### config.mk
export PLATFORM = sky130hd
export DESIGN_NAME = jt12_multi_acc
export DESIGN_NICKNAME = d
export VERILOG_FILES = /design/src/rtl/jt12_acc_pkg.sv /design/src/rtl/jt12_sat_add.sv /design/src/rtl/jt12_multi_acc.sv
export SDC_FILE = /design/constraint.sdc
export NUM_CORES = 1
export LEC_CHECK = 0
export BUFFER_PORTS_ARGS = -buffer_cell sky130_fd_sc_hd__buf_4
export CAP_MARGIN = 30
export CORE_MARGIN = 2
export CORE_UTILIZATION = 40
export DETAILED_ROUTE_END_ITERATION = 8
export SLEW_MARGIN = 30
export SYNTH_ARGS = -nofsm -noshare
export SYNTH_HDL_FRONTEND = slang
export SYNTH_HIERARCHICAL = 1
export SYNTH_SLANG_ARGS = --single-unit
### constraint.sdc
create_clock -name i_clk -period 8.2 [get_ports i_clk]
set_input_delay 0.41 -clock i_clk [delete_from_list [all_inputs] [get_ports i_clk]]
set_output_delay 0.41 -clock i_clk [all_outputs]
set_load 0.005 [all_outputs]
### src/rtl/jt12_acc_pkg.sv
// Shared types and helpers for the multi-channel operator accumulator.
// Holds the mixer state encoding, pan bit positions and the sign-extend
// and clamp helpers, which work on 32-bit values with the width passed in.
package jt12_acc_pkg;

  typedef enum logic [1:0] {
    IDLE = 2'd0,
    MIX  = 2'd1,
    DONE = 2'd2
  } state_t;

  // Position of the left/right enable inside each channel's 2-bit pan field
  localparam int PAN_L = 0;
  localparam int PAN_R = 1;

  // Sign-extend the low w bits of x to 32 bits
  function automatic logic signed [31:0] sext(input logic [31:0] x, input int w);
    logic signed [31:0] t;
    t = $signed(x << (32 - w));
    return t >>> (32 - w);
  endfunction

  // Clamp a signed value into the range of a w-bit signed number
  function automatic logic signed [31:0] sat(input logic signed [31:0] x, input int w);
    logic signed [31:0] hi;
    logic signed [31:0] lo;
    hi = (32'sd1 <<< (w - 1)) - 32'sd1;
    lo = -(32'sd1 <<< (w - 1));
    if (x > hi) return hi;
    if (x < lo) return lo;
    return x;
  endfunction

  // True when x does not fit in a w-bit signed number
  function automatic logic ovf(input logic signed [31:0] x, input int w);
    logic signed [31:0] hi;
    logic signed [31:0] lo;
    hi = (32'sd1 <<< (w - 1)) - 32'sd1;
    lo = -(32'sd1 <<< (w - 1));
    return (x > hi) || (x < lo);
  endfunction

endpackage

### src/rtl/jt12_sat_add.sv
// Signed W+W saturating adder: clamps to the most positive/negative W-bit
// value instead of wrapping, and flags when a clamp happened.
module jt12_sat_add #(
  parameter int W = 16
) (
  input  logic [W-1:0] i_a,
  input  logic [W-1:0] i_b,
  output logic [W-1:0] o_sum,
  output logic         o_ovf
);

  logic [W:0] w_full;

  // One extra bit of headroom; overflow when the top two bits disagree
  always_comb begin
    w_full = {i_a[W-1], i_a} + {i_b[W-1], i_b};
    o_ovf  = w_full[W] ^ w_full[W-1];
    if (!o_ovf)         o_sum = w_full[W-1:0];
    else if (w_full[W]) o_sum = {1'b1, {(W-1){1'b0}}};
    else                o_sum = {1'b0, {(W-1){1'b1}}};
  end

endmodule

### src/rtl/jt12_multi_acc.sv
// Time-multiplexed operator accumulator with per-channel stereo pan mixdown.
// Each slot adds one operator output into its channel accumulator; a zero
// slot snapshots all channels and starts a serial mix (one channel per
// clk_en edge) that ends with a one-clock snd_vld pulse.
// Optional feature: define JT12_ACC_CLIP_EN to get a sticky o_clip flag set
// on any accumulator or final-mix saturation; otherwise o_clip is tied 0.
//
// Handshake: no back-pressure. o_snd_vld is a single-clock strobe meaning
// o_snd_l/o_snd_r have just been updated; the values hold until the next strobe.
module jt12_multi_acc
  import jt12_acc_pkg::*;
#(
  parameter  int WIN  = 14,
  parameter  int WACC = 16,
  parameter  int WMIX = 16,
  parameter  int NCH  = 6,
  localparam int CHW  = (NCH > 1) ? $clog2(NCH) : 1
) (
  input  logic              i_rst,
  input  logic              i_clk,
  input  logic              i_clk_en,
  input  logic [WIN-1:0]    i_op_result,
  input  logic [CHW-1:0]    i_op_ch,
  input  logic              i_sum_en,
  input  logic              i_zero,
  input  logic [2*NCH-1:0]  i_pan,
  output logic [WMIX-1:0]   o_snd_l,
  output logic [WMIX-1:0]   o_snd_r,
  output logic              o_snd_vld,
  output logic              o_busy,
  output logic              o_clip,
  output logic [1:0]        o_dbg_state
);

  localparam int WML = WMIX + CHW;

  logic [WACC-1:0] r_acc  [NCH];
  logic [WACC-1:0] r_snap [NCH];
  state_t          r_state;
  state_t          w_state_nxt;
  logic [CHW-1:0]  r_idx;
  logic [WML-1:0]  r_ml;
  logic [WML-1:0]  r_mr;
  logic [WMIX-1:0] r_snd_l;
  logic [WMIX-1:0] r_snd_r;
  logic            r_vld;

  logic            w_ch_ok;
  logic [CHW-1:0]  w_ch_idx;
  logic [WACC-1:0] w_cur;
  logic [WACC-1:0] w_acc_sel;
  logic [WACC-1:0] w_acc_sum;
  logic            w_acc_ovf;
  logic [NCH-1:0]  w_pan_l;
  logic [NCH-1:0]  w_pan_r;
  logic [WML-1:0]  w_ml_term;
  logic [WML-1:0]  w_mr_term;
  logic [WML-1:0]  w_ml_sum;
  logic [WML-1:0]  w_mr_sum;
  logic            w_ml_ovf;
  logic            w_mr_ovf;
  logic [WMIX-1:0] w_snd_l_nxt;
  logic [WMIX-1:0] w_snd_r_nxt;
  logic            w_mix_ovf;

  for (genvar c = 0; c < NCH; c++) begin : g_pan
    assign w_pan_l[c] = i_pan[2*c + PAN_L];
    assign w_pan_r[c] = i_pan[2*c + PAN_R];
  end

  // Slot decode: out-of-range channels never touch an accumulator
  always_comb begin
    w_ch_ok   = int'(i_op_ch) < NCH;
    w_ch_idx  = w_ch_ok ? i_op_ch : '0;
    w_cur     = i_sum_en ? WACC'(sext(32'(i_op_result), WIN)) : '0;
    w_acc_sel = w_ch_ok ? r_acc[w_ch_idx] : '0;
  end

  jt12_sat_add #(.W(WACC)) u_acc_add (
    .i_a(w_acc_sel), .i_b(w_cur), .o_sum(w_acc_sum), .o_ovf(w_acc_ovf)
  );

  // Mix terms for the channel currently being visited
  always_comb begin
    w_ml_term = w_pan_l[r_idx] ? WML'(sext(32'(r_snap[r_idx]), WACC)) : '0;
    w_mr_term = w_pan_r[r_idx] ? WML'(sext(32'(r_snap[r_idx]), WACC)) : '0;
  end

  // Mix sums carry CHW guard bits so they cannot wrap; the clamp to WMIX
  // happens once, when the result is published
  jt12_sat_add #(.W(WML)) u_ml_add (
    .i_a(r_ml), .i_b(w_ml_term), .o_sum(w_ml_sum), .o_ovf(w_ml_ovf)
  );
  jt12_sat_add #(.W(WML)) u_mr_add (
    .i_a(r_mr), .i_b(w_mr_term), .o_sum(w_mr_sum), .o_ovf(w_mr_ovf)
  );

  // Final narrowing clamp from the guarded mix width to the output width
  always_comb begin
    w_snd_l_nxt = WMIX'(sat(sext(32'(r_ml), WML), WMIX));
    w_snd_r_nxt = WMIX'(sat(sext(32'(r_mr), WML), WMIX));
    w_mix_ovf   = ovf(sext(32'(r_ml), WML), WMIX) | ovf(sext(32'(r_mr), WML), WMIX);
  end

  // Accumulators and frame snapshot
  always_ff @(posedge i_clk or posedge i_rst) begin
    if (i_rst) begin
      for (int c = 0; c < NCH; c++) begin
        r_acc[c]  <= '0;
        r_snap[c] <= '0;
      end
    end else if (i_clk_en) begin
      if (i_zero) begin
        for (int c = 0; c < NCH; c++) begin
          r_snap[c] <= r_acc[c];
          r_acc[c]  <= (w_ch_ok && (i_op_ch == CHW'(c))) ? w_cur : '0;
        end
      end else if (w_ch_ok) begin
        r_acc[w_ch_idx] <= w_acc_sum;
      end
    end
  end

  // Mixer state register
  always_ff @(posedge i_clk or posedge i_rst) begin
    if (i_rst) r_state <= IDLE;
    else       r_state <= w_state_nxt;
  end

  // Mixer next state: a zero slot always restarts the mix
  always_comb begin
    w_state_nxt = r_state;
    if (i_clk_en) begin
      if (i_zero) begin
        w_state_nxt = MIX;
      end else begin
        case (r_state)
          MIX:     if (r_idx == CHW'(NCH - 1)) w_state_nxt = DONE;
          DONE:    w_state_nxt = IDLE;
          default: w_state_nxt = r_state;
        endcase
      end
    end
  end

  // Mixer datapath: channel index, running sums, published outputs, strobe
  always_ff @(posedge i_clk or posedge i_rst) begin
    if (i_rst) begin
      r_idx   <= '0;
      r_ml    <= '0;
      r_mr    <= '0;
      r_snd_l <= '0;
      r_snd_r <= '0;
      r_vld   <= 1'b0;
    end else begin
      r_vld <= 1'b0;
      if (i_clk_en) begin
        if (i_zero) begin
          r_idx <= '0;
          r_ml  <= '0;
          r_mr  <= '0;
        end else begin
          case (r_state)
            MIX: begin
              r_ml  <= w_ml_sum;
              r_mr  <= w_mr_sum;
              r_idx <= r_idx + 1'b1;
            end
            DONE: begin
              r_snd_l <= w_snd_l_nxt;
              r_snd_r <= w_snd_r_nxt;
              r_vld   <= 1'b1;
            end
            default: ;
          endcase
        end
      end
    end
  end

  assign o_snd_l     = r_snd_l;
  assign o_snd_r     = r_snd_r;
  assign o_snd_vld   = r_vld;
  assign o_busy      = (r_state == MIX);
  assign o_dbg_state = r_state;

`ifdef JT12_ACC_CLIP_EN
  logic r_clip;

  // Sticky clip flag: any clamp while accumulating or publishing the mix
  always_ff @(posedge i_clk or posedge i_rst) begin
    if (i_rst) begin
      r_clip <= 1'b0;
    end else if (i_clk_en && !i_zero) begin
      if ((w_ch_ok && w_acc_ovf) ||
          ((r_state == MIX) && (w_ml_ovf || w_mr_ovf)) ||
          ((r_state == DONE) && w_mix_ovf))
        r_clip <= 1'b1;
    end
  end

  assign o_clip = r_clip;
`else
  logic w_unused_ovf;
  assign w_unused_ovf = ^{w_acc_ovf, w_ml_ovf, w_mr_ovf, w_mix_ovf};
  assign o_clip = 1'b0;
`endif

endmodule

=== Word level (Yosys, flattened, before mapping) ===
Cells that the tools add are included.

* ROM bits: 0
* Output and inout port bits: 37
* Flip-flop bits (word level): 268
* Memories kept: 0
* Input bits: 34
* Memory bits (writable): 0
* Latch bits: 0
* Word-level logic and storage cells: 121

* Reductions and logical operators: 16
* Multiply operators: 0
* Div/mod/pow operators: 0
* Muxes and demuxes: 58
* Bitwise logic cells: 6
* Add/sub/neg operators: 4
* Equal/unequal tests: 9
* Order comparisons: 9
* Shifts and indexed selects: 0

{| class="wikitable"
|+ Operators with widths
! cell !! number
|-
| $mux 16 || 23
|-
| $mux 96 || 2
|-
| $mux 19 || 10
|-
| $bmux 16 s3 || 2
|-
| $bwmux 96 || 1
|-
| $demux 16 s3 || 1
|-
| $add 19x19->20 || 2
|-
| $gt 19x16->1 const B || 2
|-
| $lt 19x16->1 const B || 2
|-
| $add 16x16->17 || 1
|-
| $mux 1 || 11
|-
| $eq 3x3->1 const B || 3
|-
| $mux 3 || 3
|-
| $ge 4x4->1 const B || 2
|-
| $not 3->4 || 2
|-
| $logic_and 1x1->1 || 7
|-
| $bmux 1 s3 || 2
|-
| $eq 3x2->1 const B || 2
|-
| $reduce_and 2->1 || 3
|-
| $reduce_and 3->1 || 2
|-
| $lt 3x4->1 const B || 1
|-
| $lt 4x1->1 const B || 1
|-
| $mux 2 || 2
|-
| $pmux 2 s2 || 1
|-
| 11 further kinds || 14
|}

=== Depth between registers and ports, before layout ===
* Word-level depth: 13
* Gate-level depth with buffers: 20
* Depth with buffers taken out: 16

=== Hierarchy ===
The synthesis kept the hierarchy.

{| class="wikitable"
|+ Modules (own cells, without submodules)
! module !! cells an instance !! times used !! seq. area each (um^2) !! area each (um^2)
|-
| jt12_multi_acc || 1250 || 1 || 6706.4 || 13371.6
|-
| jt12_sat_add at u_ml_add ... || 151 || 2 || 0.0 || 1141.1
|-
| jt12_sat_add at u_acc_add || 139 || 1 || 0.0 || 1018.5
|}

=== Worst setup path after synthesis ===
OpenSTA, ideal clock, no wires.

* Path kind: input to register
* Start point: in i_op_ch[2]
* End point: reg r_acc[58] in the netlist's numbering
* Stages on the path: 19
* Data arrival time: 3.964 ns
* Library setup time: 0.133 ns
* Buffers on the path: 4
* Data required time: 8.067 ns
* Slack: 4.102 ns
* Cells stage by stage: inv_1 -> ha_1 -> buf_2 -> buf_4 -> mux4_2 -> nand2b_1 -> a21oi_1 -> ha_1 -> buf_6 -> a21oi_2 -> a21oi_1 -> a311o_1 -> or3_4 -> and2_1 -> buf_6 -> maj3_2 -> nor2b_1 -> a22oi_1 -> o21ai_0

* Cells in the longest elaborated chain, start to end: 13
* Elaborated cells between the ends (all ways): 24
* Those cells by class: add/sub (1); order compare (3); eq/ne (1); mux (13); bitwise (2); reduce/logical (4)

{| class="wikitable"
|+ Ends and longest elaborated chain
! element !! line !! RTL
|-
| from (decl) || jt12_multi_acc.sv:23 || <nowiki>input logic [CHW-1:0] i_op_ch,</nowiki>
|-
| $lt 3x3->1 || jt12_multi_acc.sv:73 || <nowiki>w_ch_ok = int'(i_op_ch) < NCH;</nowiki>
|-
| $mux 3 || jt12_multi_acc.sv:74 || <nowiki>w_ch_idx = w_ch_ok ? i_op_ch : '0;</nowiki>
|-
| $not 3->4 (not written as such) || jt12_multi_acc.sv:76 || <nowiki>w_acc_sel = w_ch_ok ? r_acc[w_ch_idx] : '0;</nowiki>
|-
| $bmux 16 s3 || jt12_multi_acc.sv:76 ||
|-
| $mux 16 (not written as such) (2 in series) || jt12_multi_acc.sv:76 ||
|-
| $mux 16 (*) || jt12_multi_acc.sv:76 ||
|-
| via w_acc_sel[13] || jt12_multi_acc.sv:51 || <nowiki>logic [WACC-1:0] w_acc_sel;</nowiki>
|-
| $add 16x16->17 (*) || jt12_sat_add.sv:16 || <nowiki>w_full = {i_a[W-1], i_a} + {i_b[W-1], i_b};</nowiki>
|-
| $mux 16 / $xor 1x1->1 (equally long branches) || jt12_sat_add.sv:19, jt12_sat_add.sv:17 ||
|-
| $mux 16 (*) || jt12_sat_add.sv:18 || <nowiki>if (!o_ovf) o_sum = w_full[W-1:0];</nowiki>
|-
| via w_acc_sum[10] || jt12_multi_acc.sv:52 || <nowiki>logic [WACC-1:0] w_acc_sum;</nowiki>
|-
| $bwmux 96 (*) || jt12_multi_acc.sv:119 || <nowiki>r_acc[w_ch_idx] <= w_acc_sum;</nowiki>
|-
| $mux 96 (*) || jt12_multi_acc.sv:118 || <nowiki>end else if (w_ch_ok) begin</nowiki>
|-
| $mux 96 (*) || jt12_multi_acc.sv:113 || <nowiki>if (i_zero) begin</nowiki>
|-
| to (signal, indexed assignment) || jt12_multi_acc.sv:116 || <nowiki>r_acc[c] <= (w_ch_ok && (i_op_ch == CHW'(c))) ? w_cur : '0;</nowiki>
|-
| to (signal, indexed assignment) || jt12_multi_acc.sv:119 ||
|-
| to (decl) || jt12_multi_acc.sv:37 || <nowiki>logic [WACC-1:0] r_acc [NCH];</nowiki>
|}

Mark *: on every way through the listed nets, which the timed path passes. The rest lies on a longest branch. The select of a mux whose other input is x is not followed.
A chain may end at the register's enable or synchronous reset.

=== Worst setup path in the final report ===
* Start point: reg r_idx[0]
* End point: reg r_mr[16]

* Cells in the longest elaborated chain, start to end: 10
* Elaborated cells between the ends (all ways): 13
* Those cells by class: add/sub (1); mux (10); bitwise (2)

{| class="wikitable"
|+ Ends and longest elaborated chain
! element !! line !! RTL
|-
| from (decl) || jt12_multi_acc.sv:41 || <nowiki>logic [CHW-1:0] r_idx;</nowiki>
|-
| from (signal assigned) || jt12_multi_acc.sv:167 || <nowiki>r_idx <= r_idx + 1'b1;</nowiki>
|-
| $not 3->4 (not written as such) || jt12_multi_acc.sv:86 || <nowiki>w_mr_term = w_pan_r[r_idx] ? WML'(sext(32'(r_snap[r_idx]), WACC)) : '0;</nowiki>
|-
| $bmux 16 s3 || jt12_multi_acc.sv:86 ||
|-
| $mux 16 (not written as such) (2 in series) || jt12_multi_acc.sv:86 ||
|-
| $mux 19 (*) || jt12_multi_acc.sv:86 ||
|-
| via w_mr_term[0] || jt12_multi_acc.sv:57 || <nowiki>logic [WML-1:0] w_mr_term;</nowiki>
|-
| $add 19x19->20 (*) || jt12_sat_add.sv:16 ||
|-
| $mux 19 / $xor 1x1->1 (equally long branches) || jt12_sat_add.sv:19, jt12_sat_add.sv:17 ||
|-
| $mux 19 (*) || jt12_sat_add.sv:18 ||
|-
| via w_mr_sum[16] || jt12_multi_acc.sv:59 || <nowiki>logic [WML-1:0] w_mr_sum;</nowiki>
|-
| $mux 19 (*) || jt12_multi_acc.sv:163 || <nowiki>case (r_state)</nowiki>
|-
| $mux 19 (*) || jt12_multi_acc.sv:158 || <nowiki>if (i_zero) begin</nowiki>
|-
| to (signal assigned) || jt12_multi_acc.sv:166 || <nowiki>r_mr <= w_mr_sum;</nowiki>
|-
| to (decl) || jt12_multi_acc.sv:43 || <nowiki>logic [WML-1:0] r_mr;</nowiki>
|}

Marked as above.

==> impl_results.md <==
- Status: complete, but fails checks
- Failing checks: negative hold slack
- HP Class: in -> async
- Initial Util: 0.407
- Post-Syn Area: 16600 um^2
- Sequential share of power: 0.398
- Sink Count: 268
- Largest net degree at the start of global routing: 146
- Critical path peak fanout: 20
- Post-Syn Nets: 1784
- Antenna diodes: 0
- Die Width: 208 um
- P_sw: around 1400 uW
- P&R area growth vs syn: 10.1%
- Post-Syn Instances: 1688
- Post-CTS Setup Inserts: 0
- Max-capacitance violation count: 0
- DP HPWL: 32800 um
- Die ar.: 43300 um^2
- Int Pwr: 2660 uW
- Fill count: 3908
- CTS resizes: 0
- Clk pin slew, worst setup/hold paths: 0.06 ns
- Port Buf Inserts: 69
- Setup tns final: 0 ns
- Storage cell area: about 6700 um^2
- Area of the multi-input gates: 9110 um^2
- Placed insts: about 2200
- Final Instance Area: around 18000 um^2
- RSZ-0062 raised after global routing: false
- Core area: 40900 um^2
- Rows: 74
- Layout cell share with drive strength beyond 1: 0.196
- Worst Tran Pin Value: 1.03 ns
- Total number of vias: between 10000 and 15000
- Clock Skew: about 0.022 ns
- CP Class: reg -> reg
- Hold Slack: -0.0797 ns
- Count of pins over their slew limit: 0
- Avg Inst Size Synth: around 10 um^2
- H-tree depth: 1
- Pwr/cell area: 220 nW/um^2
- Initial DRC Count: 878
- Min cycle time layout: between 5 and 6 ns
- Die Y: roughly 210 um
- Maximum VDD drop: 147 uV
- Clock Power Share: 0.317
- Placed cell area: ~17000 um^2
- GRT Overall Usage: 0.212
- CTS tree: done
- 1st-pass router iterations: 5
- Final wirelength: 46200 um
- Leakage: 0.00843 uW
- Clk_lat worst skew: 0.58 ns
- Worst setup margin: 3.11 ns
- Sw Share: 0.343
- Vias in the first global route: between 10000 and 15000
- Comb power frac: 0.285
- Power, Total: just over 4000 uW
- CTS Buf Count: 31
- CTS Buffer Depth: 3
- DR vias/cell: 5.74
- Critical path launch point type: register
- Clock Tree Root: clkbuf_16
- Num ports: 71
- Fin. Hold Viols: 34
- Fmax: 0.196 GHz
- # hold bufs at CTS: 0
- DRC violation count after routing: 0
- CP arrival: around 5.5 ns
- DP Worst Slack: 2.73 ns
- First-pass GRT wire length: 73500 um
- Routability cong.: 0.908
- Initial antenna violation count: 0
- Final setup viols: 0
- Crit share post-route: 0.621
- Ys Warns: 6
- Routed Antenna Nets: 0
- Post-route insts no fill: around 2200
- Grt ovf: 0
- Nets: roughly 1800
- Slew headroom: 0.314
- Critical Path End Type: register
- Routed len/inst: 20.7 um
- WP data required: 8.65 ns
[final cells by class]
cell class,count,share of cell area
multi-input combinational,1240,0.497
sequential,268,0.366
clock buffer,43,0.0475
timing repair buffer,95,0.0400
tap,532,0.0363
inverter,46,0.0101
clock inverter,8,0.00300
[critical path, stage by stage (launching register included)]
cell,delay [ns]
dfrtp_2,0.87
mux2_2,0.45
nand2_1,0.38
nand2_1,0.39
and3_1,0.30
ha_1,0.23
fa_1,0.41
a21o_2,0.22
a221o_2,0.38
a31o_4,0.29
and2_2,0.20
a21oi_1,0.13
o211ai_1,0.14
maj3_1,0.37
a22o_1,0.20
[flip-flops by register name, summed over array words and instances, names as in the netlist]
signal,count
r_ml,19
o_dbg_state,2
o_snd_vld,1
o_snd_l,16
r_acc,96
r_mr,19
r_idx,3
r_snap,96
o_snd_r,16
[stage by stage]
step | utilization | hold slack, ns
final | 0.448 | -0.0797
after detailed placement | 0.425 | 0.465
after global routing | 0.448 | 0.0558
after global placement | 0.424 | 0.465
after floorplan | - | 0.459
after CTS | 0.447 | 0.0103
[final timing paths]
check / slack (ns) / cells after the start / to / startpoint
max reg2reg: 3.11 / 14 / r_mr[16] / r_idx[0]
min in group i_clk: 0.26 / 2 / o_dbg_state[1] / i_clk_en
min reg2reg: 0.48 / 2 / o_snd_l[15] / o_snd_l[15]
min: -0.08 / 2 / r_snap[79] / i_rst
max in group asynchronous: 7.00 / 3 / r_acc[87] / i_rst
max: 3.11 / 14 / r_mr[16] / r_idx[0]
[placed cells by master, fill, tap and decap left out, drive strengths merged, types with 23 or more instances in the layout]
master and n:
a21oi 130, a22o 38, a22oi 78, and2 23
and3 58, buf 95, clkbuf 43, dfrtp 268
ha 59, inv 47, mux2 130, mux4 34
nand2 232, nor2b 26, o21ai 219, xnor2 30
[power by group through the flow]
stage          clock, uW  sequential [uW]  combinational (uW)
2_1_floorplan          0             1540                 918
3_3_place_gp           0             1620                1130
3_5_place_dp           0             1630                1150
6_report            1280             1610                1150
5_1_grt             1360             1630                1290
4_1_cts             1310             1610                1150
[routing by layer]
metal,vias up,GRT usage,routed length (um)
met5,-,0,0
met4,0,0.0641,1430
met3,98,0.0371,2520
met2,372,0.336,21000
met1,6241,0.295,21200
li1,6095,-,-
Note: power is estimated with default switching activity, not from simulation.
